<file path="src/rtl/mem_port_arbiter.sv">
// mem_port_arbiter
//   Shares the single-ported core memory between the instruction-fetch
//   requester (IF) and the load/store requester (DATA). It grants with
//   round-robin priority, counts out the fixed memory read latency, and
//   answers illegal accesses (misaligned, bad size, store into instruction
//   space) itself, without touching the memory.
// Ports
//   clk, rst            clock, asynchronous active-low reset
//   if_req/if_addr      IF request (always a word load)
//   if_gnt/if_rvalid    IF accept pulse / response pulse
//   if_rdata/if_err     IF response data / rejection flag
//   d_req/d_we/d_addr/d_wdata/d_size/d_sz_ex   DATA request payload
//   d_gnt/d_rvalid/d_rdata/d_err               DATA handshake and response
//   mem_wr_en/mem_address/mem_in_data/mem_size/mem_sz_ex   memory request
//   mem_out_data        memory read data
//   busy                high whenever the sequencer is not idle
module mem_port_arbiter #(
  parameter int BUS_WIDTH  = 32,
  parameter int MEM_LAT    = 2,
  parameter int I_MEM_SIZE = 32
) (
  input  logic                 clk,
  input  logic                 rst,
  input  logic                 if_req,
  input  logic [BUS_WIDTH-1:0] if_addr,
  output logic                 if_gnt,
  output logic                 if_rvalid,
  output logic [BUS_WIDTH-1:0] if_rdata,
  output logic                 if_err,
  input  logic                 d_req,
  input  logic                 d_we,
  input  logic [BUS_WIDTH-1:0] d_addr,
  input  logic [BUS_WIDTH-1:0] d_wdata,
  input  logic [1:0]           d_size,
  input  logic                 d_sz_ex,
  output logic                 d_gnt,
  output logic                 d_rvalid,
  output logic [BUS_WIDTH-1:0] d_rdata,
  output logic                 d_err,
  output logic                 mem_wr_en,
  output logic [BUS_WIDTH-1:0] mem_address,
  output logic [BUS_WIDTH-1:0] mem_in_data,
  output logic [1:0]           mem_size,
  output logic                 mem_sz_ex,
  input  logic [BUS_WIDTH-1:0] mem_out_data,
  output logic                 busy
);

  typedef enum logic [1:0] {
    S_IDLE  = 2'd0,
    S_ISSUE = 2'd1,
    S_WAIT  = 2'd2,
    S_RESP  = 2'd3
  } state_t;

  localparam logic [BUS_WIDTH-1:0] I_MEM_LIM = BUS_WIDTH'(I_MEM_SIZE);
  localparam logic [3:0]           CNT_INIT  = 4'(MEM_LAT - 1);

  // Illegal: size 11, misaligned half/word, or DATA store into instruction space.
  function automatic logic access_illegal(input logic                 is_if,
                                          input logic                 we,
                                          input logic [BUS_WIDTH-1:0] addr,
                                          input logic [1:0]           size);
    logic bad;
    case (size)
      2'b00:   bad = 1'b0;
      2'b01:   bad = addr[0];
      2'b10:   bad = (addr[1:0] != 2'b00);
      default: bad = 1'b1;
    endcase
    bad = bad | (!is_if && we && (addr < I_MEM_LIM));
    return bad;
  endfunction

  state_t               state_q;
  logic [3:0]           cnt_q;
  logic                 last_if_q;   // 1: IF was served last, 0: DATA
  logic                 sel_if_q;    // winner of the access in flight
  logic                 we_q;
  logic                 if_gnt_q, if_rvalid_q, if_err_q;
  logic                 d_gnt_q, d_rvalid_q, d_err_q;
  logic [BUS_WIDTH-1:0] if_rdata_q, d_rdata_q;
  logic                 mem_wr_en_q, mem_sz_ex_q;
  logic [BUS_WIDTH-1:0] mem_address_q, mem_in_data_q;
  logic [1:0]           mem_size_q;
  logic                 busy_q;

  logic                 sample_s;
  logic                 pick_if_s;
  logic                 bad_s;
  logic                 we_d, sz_ex_d;
  logic [BUS_WIDTH-1:0] addr_d, wdata_d;
  logic [1:0]           size_d;

  // Requests are only looked at in IDLE and RESP.
  assign sample_s = (state_q == S_IDLE) || (state_q == S_RESP);

  // Round-robin pick and the payload that would be latched for the winner.
  always_comb begin
    pick_if_s = 1'b0;
    addr_d    = '0;
    wdata_d   = '0;
    we_d      = 1'b0;
    size_d    = 2'b10;
    sz_ex_d   = 1'b0;
    if (if_req && (!d_req || !last_if_q)) begin
      pick_if_s = 1'b1;
      addr_d    = if_addr;
      wdata_d   = '0;
      we_d      = 1'b0;
      size_d    = 2'b10;
      sz_ex_d   = 1'b0;
    end else begin
      pick_if_s = 1'b0;
      addr_d    = d_addr;
      wdata_d   = d_wdata;
      we_d      = d_we;
      size_d    = d_size;
      sz_ex_d   = d_sz_ex;
    end
    bad_s = access_illegal(pick_if_s, we_d, addr_d, size_d);
  end

  // Sequencer FSM with all outputs registered.
  always_ff @(posedge clk or negedge rst) begin
    if (!rst) begin
      state_q       <= S_IDLE;
      cnt_q         <= 4'd0;
      last_if_q     <= 1'b0;
      sel_if_q      <= 1'b0;
      we_q          <= 1'b0;
      if_gnt_q      <= 1'b0;
      if_rvalid_q   <= 1'b0;
      if_err_q      <= 1'b0;
      if_rdata_q    <= '0;
      d_gnt_q       <= 1'b0;
      d_rvalid_q    <= 1'b0;
      d_err_q       <= 1'b0;
      d_rdata_q     <= '0;
      mem_wr_en_q   <= 1'b0;
      mem_address_q <= '0;
      mem_in_data_q <= '0;
      mem_size_q    <= 2'b00;
      mem_sz_ex_q   <= 1'b0;
      busy_q        <= 1'b0;
    end else begin
      if_gnt_q    <= 1'b0;
      d_gnt_q     <= 1'b0;
      mem_wr_en_q <= 1'b0;
      case (state_q)
        S_IDLE, S_RESP: begin
          if_rvalid_q <= 1'b0;
          d_rvalid_q  <= 1'b0;
          if_err_q    <= 1'b0;
          d_err_q     <= 1'b0;
          if (sample_s && (if_req || d_req)) begin
            sel_if_q  <= pick_if_s;
            last_if_q <= pick_if_s;
            we_q      <= we_d;
            if_gnt_q  <= pick_if_s;
            d_gnt_q   <= !pick_if_s;
            busy_q    <= 1'b1;
            if (bad_s) begin
              // Rejected: answer at once, memory is never driven.
              state_q <= S_RESP;
              if (pick_if_s) begin
                if_rvalid_q <= 1'b1;
                if_err_q    <= 1'b1;
                if_rdata_q  <= '0;
              end else begin
                d_rvalid_q <= 1'b1;
                d_err_q    <= 1'b1;
                d_rdata_q  <= '0;
              end
            end else begin
              state_q       <= S_ISSUE;
              mem_wr_en_q   <= we_d;
              mem_address_q <= addr_d;
              mem_in_data_q <= wdata_d;
              mem_size_q    <= size_d;
              mem_sz_ex_q   <= sz_ex_d;
            end
          end else begin
            state_q <= S_IDLE;
            busy_q  <= 1'b0;
          end
        end
        S_ISSUE: begin
          state_q <= S_WAIT;
          cnt_q   <= CNT_INIT;
        end
        S_WAIT: begin
          if (cnt_q == 4'd0) begin
            state_q <= S_RESP;
            // Stores are acknowledged with zero data.
            if (sel_if_q) begin
              if_rvalid_q <= 1'b1;
              if_err_q    <= 1'b0;
              if_rdata_q  <= we_q ? '0 : mem_out_data;
            end else begin
              d_rvalid_q <= 1'b1;
              d_err_q    <= 1'b0;
              d_rdata_q  <= we_q ? '0 : mem_out_data;
            end
          end else begin
            cnt_q <= cnt_q - 4'd1;
          end
        end
        default: begin
          state_q <= S_IDLE;
          busy_q  <= 1'b0;
        end
      endcase
    end
  end

  assign if_gnt      = if_gnt_q;
  assign if_rvalid   = if_rvalid_q;
  assign if_rdata    = if_rdata_q;
  assign if_err      = if_err_q;
  assign d_gnt       = d_gnt_q;
  assign d_rvalid    = d_rvalid_q;
  assign d_rdata     = d_rdata_q;
  assign d_err       = d_err_q;
  assign mem_wr_en   = mem_wr_en_q;
  assign mem_address = mem_address_q;
  assign mem_in_data = mem_in_data_q;
  assign mem_size    = mem_size_q;
  assign mem_sz_ex   = mem_sz_ex_q;
  assign busy        = busy_q;

endmodule

</file>
<file path="config.mk">
export PLATFORM = sky130hd
export DESIGN_NAME = mem_port_arbiter
export DESIGN_NICKNAME = d
export VERILOG_FILES = /design/src/rtl/mem_port_arbiter.sv
export SDC_FILE = /design/constraint.sdc
export NUM_CORES = 1
export LEC_CHECK = 0
export BUFFER_PORTS_ARGS = -buffer_cell sky130_fd_sc_hd__clkbuf_2
export CAP_MARGIN = 5
export CORE_ASPECT_RATIO = 0.8
export CORE_MARGIN = 10
export CORE_UTILIZATION = 33
export CTS_CLUSTER_SIZE = 25
export DETAILED_ROUTE_END_ITERATION = 8
export GPL_TIMING_DRIVEN = 0
export PLACE_DENSITY_LB_ADDON = 0.12
export REMOVE_ABC_BUFFERS = 1
export SKIP_CTS_REPAIR_TIMING = 1
export SLEW_MARGIN = 20
export SYNTH_ARGS = -nofsm -noshare
export SYNTH_HDL_FRONTEND = slang
export SYNTH_SLANG_ARGS = --single-unit
</file>
<file path="constraint.sdc">
create_clock -name clk -period 4.3 [get_ports clk]
set_clock_uncertainty 0.15 [all_clocks]
set_input_delay 0.86 -clock clk [delete_from_list [all_inputs] [get_ports clk]]
set_output_delay 0.86 -clock clk [all_outputs]
set_load 0.01 [all_outputs]
</file>
==> key figures <==
Synthesis
  • Syn Std Cell Area: 6264 um2
  • Post-synth top flop: dfrtp_1
  • Asr flop ratio synth: 1.000
  • Synth warn: 0
  • Register area share after synthesis: 0.5873
  • Area contributors post-synth: dfrtp_1, nand2_1, a32o_1
  • Register bit total from synthesis: 147
  • Distinct cells, synth: 41
  • Cell taking the most area after synthesis: dfrtp_1
  • Top post-synthesis cells by count: dfrtp_1, nand2_1, o21ai_1, o21ai_0, inv_1
  • EDFF count, synth: 0
  • Yosys top cell area share: 0.5873
  • Count leader, synth: dfrtp_1
  • Avg Cell Area, Syn: 10.35 um2
  • Post-Synthesis Cells: 605

Floorplanning
  • Core Region: 18,390 um2
  • # rows: 44
  • Die H: 143.2 um
  • Die ar.: 24,930 um2
  • I/O pin cnt: 275
  • Starting Density: 0.3406
  • Die X: 174.0 um

STA
  • Final period util: 0.6978
  • Worst slew pin tran: 0.6736 ns
  • Unrepaired setup endpoints after global routing: no
  • Slew headroom: 0.5510
  • Final min period: 3.001 ns
  • Final Setup Violations: 0
  • Max Fclk: 333.3 MHz
  • Slew Limit Fails: 0
  • Final Hold Fails: 0

Route
  • Met3 wire len: 1066 um
  • Met2 Routed Length: 10,120 um
  • Vias/cell: 4.747
  • DRC Markers: 0
  • Detail Route Antenna Nets: 0
  • Max Used Layer: met4
  • Drt initial violations: 382
  • TritonRoute pass-1 iters: 4
  • Routed WL per cell: 17.48 um
  • Final WL: 19,810 um
  • Met1 wire length: 8290 um
  • Vias: 5,378

Setup path
  • Buf+Inv Stages, Crit Path: 4
  • CP max stage cell: o211ai_4
  • Required @ worst endpoint: 4.49 ns
  • Startpoint Class: input pin
  • CP top delay family: compound AO/OA/AOI/OAI gates
  • Crit path DAT: 3.19 ns
  • CP Max Fanout: 48
  • Cell Chain, Critical Path: clkbuf_2 > a21bo_4 > buf_12 > nand4_2 > o211ai_4 > buf_8 > buf_16 > nand2_1 > o21ai_1
  • Setup crit end kind: flop
  • Slowest stage delay, CP: 0.56 ns
  • Critical path class: in -> reg

Min path
  • HP Class: in -> async

Place
  • DP Cell Count: 1,103
  • Final GP Congestion: 0.7792
  • DP Wirelength: 15,270 um
  • PortBufs: 274

Finish
  • Area grow syn2layout: 38.75%
  • N_diodes: 0
  • Finished Core Util: 0.4726
  • Finished Layout Cells: 1,133
  • Fin nets: 1,009
  • Share of cells above drive strength 1: 0.3773

Pwr
  • Max IR drop VDD: 0.3580 mV
  • Pwr Density: 749.8 nW/um2
  • Leak: 4.572 nW

GRT
  • Largest net degree at the start of global routing: 80
  • Vias in the first global route: 5,712
  • Initial antenna violation count: 0
  • All-layer global routing usage: 0.1582
  • Grt total ovfl: 0
  • First-pass GRT wire length: 31,520 um

CTS
  • Worst skew pair latency: 0.41 ns
  • H-tree Lvls: 4
  • Root Driver: clkbuf_16
  • Clock transition at path regs: 0.06 ns
  • Clock buffer depth: 2
  • CTS tree: done
  • Sink Count: 147
  • CTS buffer count: 17

Flow run
  • Max-cap violation count: 0

Status
  • Status: complete, no violations
## routing by layer
metal  vias to the layer above  GRT usage
li1                       2629          -
met3                        21    0.04638
met4                         0    0.05882
met2                       152     0.2642
met5                         -          0
met1                      2576     0.1909
## worst paths after layout
check                      slack [ns]  cells past startpoint                           to                   startpoint
min                              0.29                      1  mem_address[15]$_DFFE_PN0P_                          rst
max in group asynchronous        2.92                      2     if_rdata[22]$_DFFE_PN0P_                          rst
min reg2reg                      0.33                      2  mem_address[10]$_DFFE_PN0P_  mem_address[10]$_DFFE_PN0P_
max reg2reg                      1.44                      8  mem_in_data[23]$_DFFE_PN0P_         sel_if_q$_DFFE_PN0P_
max                              1.30                      9  mem_in_data[23]$_DFFE_PN0P_                        d_req
min in group clk                 0.33                      2  mem_address[10]$_DFFE_PN0P_  mem_address[10]$_DFFE_PN0P_
## where the power goes
| part | total, W | leakage, nW | switching, W | internal [W] |
|---|---|---|---|---|
| logic | 0.00270 | 2.33 | 0.00166 | 0.00104 |
| registers | 0.00215 | 1.92 | 0.000272 | 0.00188 |
| clock network | 0.00167 | 0.323 | 0.000582 | 0.00108 |
## stage by stage
stage | hold slack [ns] | total power (W) | setup slack (ns) | TNS, ns | cell area, um2
after floorplan | 0.2965 | 0.003586 | -1.770 | -111.49 | 6050
after global placement | 0.3159 | 0.004624 | -3.816 | -371.59 | 7737
after detailed placement | 0.3239 | 0.004920 | 0.8273 | 0 | 8031
after CTS | 0.3278 | 0.006623 | 1.272 | 0 | 8691
after global routing | 0.3292 | 0.006993 | 1.096 | 0 | 8691
final | 0.2938 | 0.006516 | 1.299 | 0 | 8691
## layout by cell type, fill, tap and decap left out, drive strengths merged, types with 12 or more instances in the layout
cell / synthesis / final
o21ai: 106 / 106
dfrtp: 147 / 147
nor2: 12 / 12
nand2: 114 / 114
inv: 39 / 40
a32o: 32 / 32
buf: 22 / 14
nand3: 32 / 32
clkbuf: 21 / 291
mux2i: 32 / 32
## worst reg2reg max path: cells and delay by family, from the launching register on
kind / cells / cell delay (ns)
buffers and inverters: 3 / 0.76
AO/OA/AOI/OAI: 3 / 1.07
AND/OR/NAND/NOR: 2 / 0.33
flip-flops: 1 / 0.48
## kinds of logic after synthesis
| family | after synthesis | share of synthesized area |
|---|---|---|
| flops | 147 | 0.5873 |
| compound gates | 161 | 0.1710 |
| simple gates | 178 | 0.1233 |
| fa+ha+maj | 4 | 0.007991 |
| buf+inv | 82 | 0.05753 |
| mux | 33 | 0.05294 |
## state kept, by name (all words and copies together) (netlist names)
name / cells
d_rdata: 32
if_rdata: 32
mem_address: 32
mem_in_data: 32
cnt_q: 4
mem_size: 2
state_q: 2
busy: 1
d_err: 1
d_gnt: 1
d_rvalid: 1
if_err: 1
if_gnt: 1
if_rvalid: 1
mem_sz_ex: 1
mem_wr_en: 1
sel_if_q: 1
we_q: 1
## cell type report
class / instances / area [um2]
tap: 253 / 316.6
inverter: 39 / 146.4
clock inverter: 13 / 234.0
fill: 1803 / 9697
multi-input combinational: 376 / 2261
timing repair buffer: 288 / 1629
sequential: 147 / 3679
clock buffer: 17 / 425.4
Power figures use the tool's default switching activity.
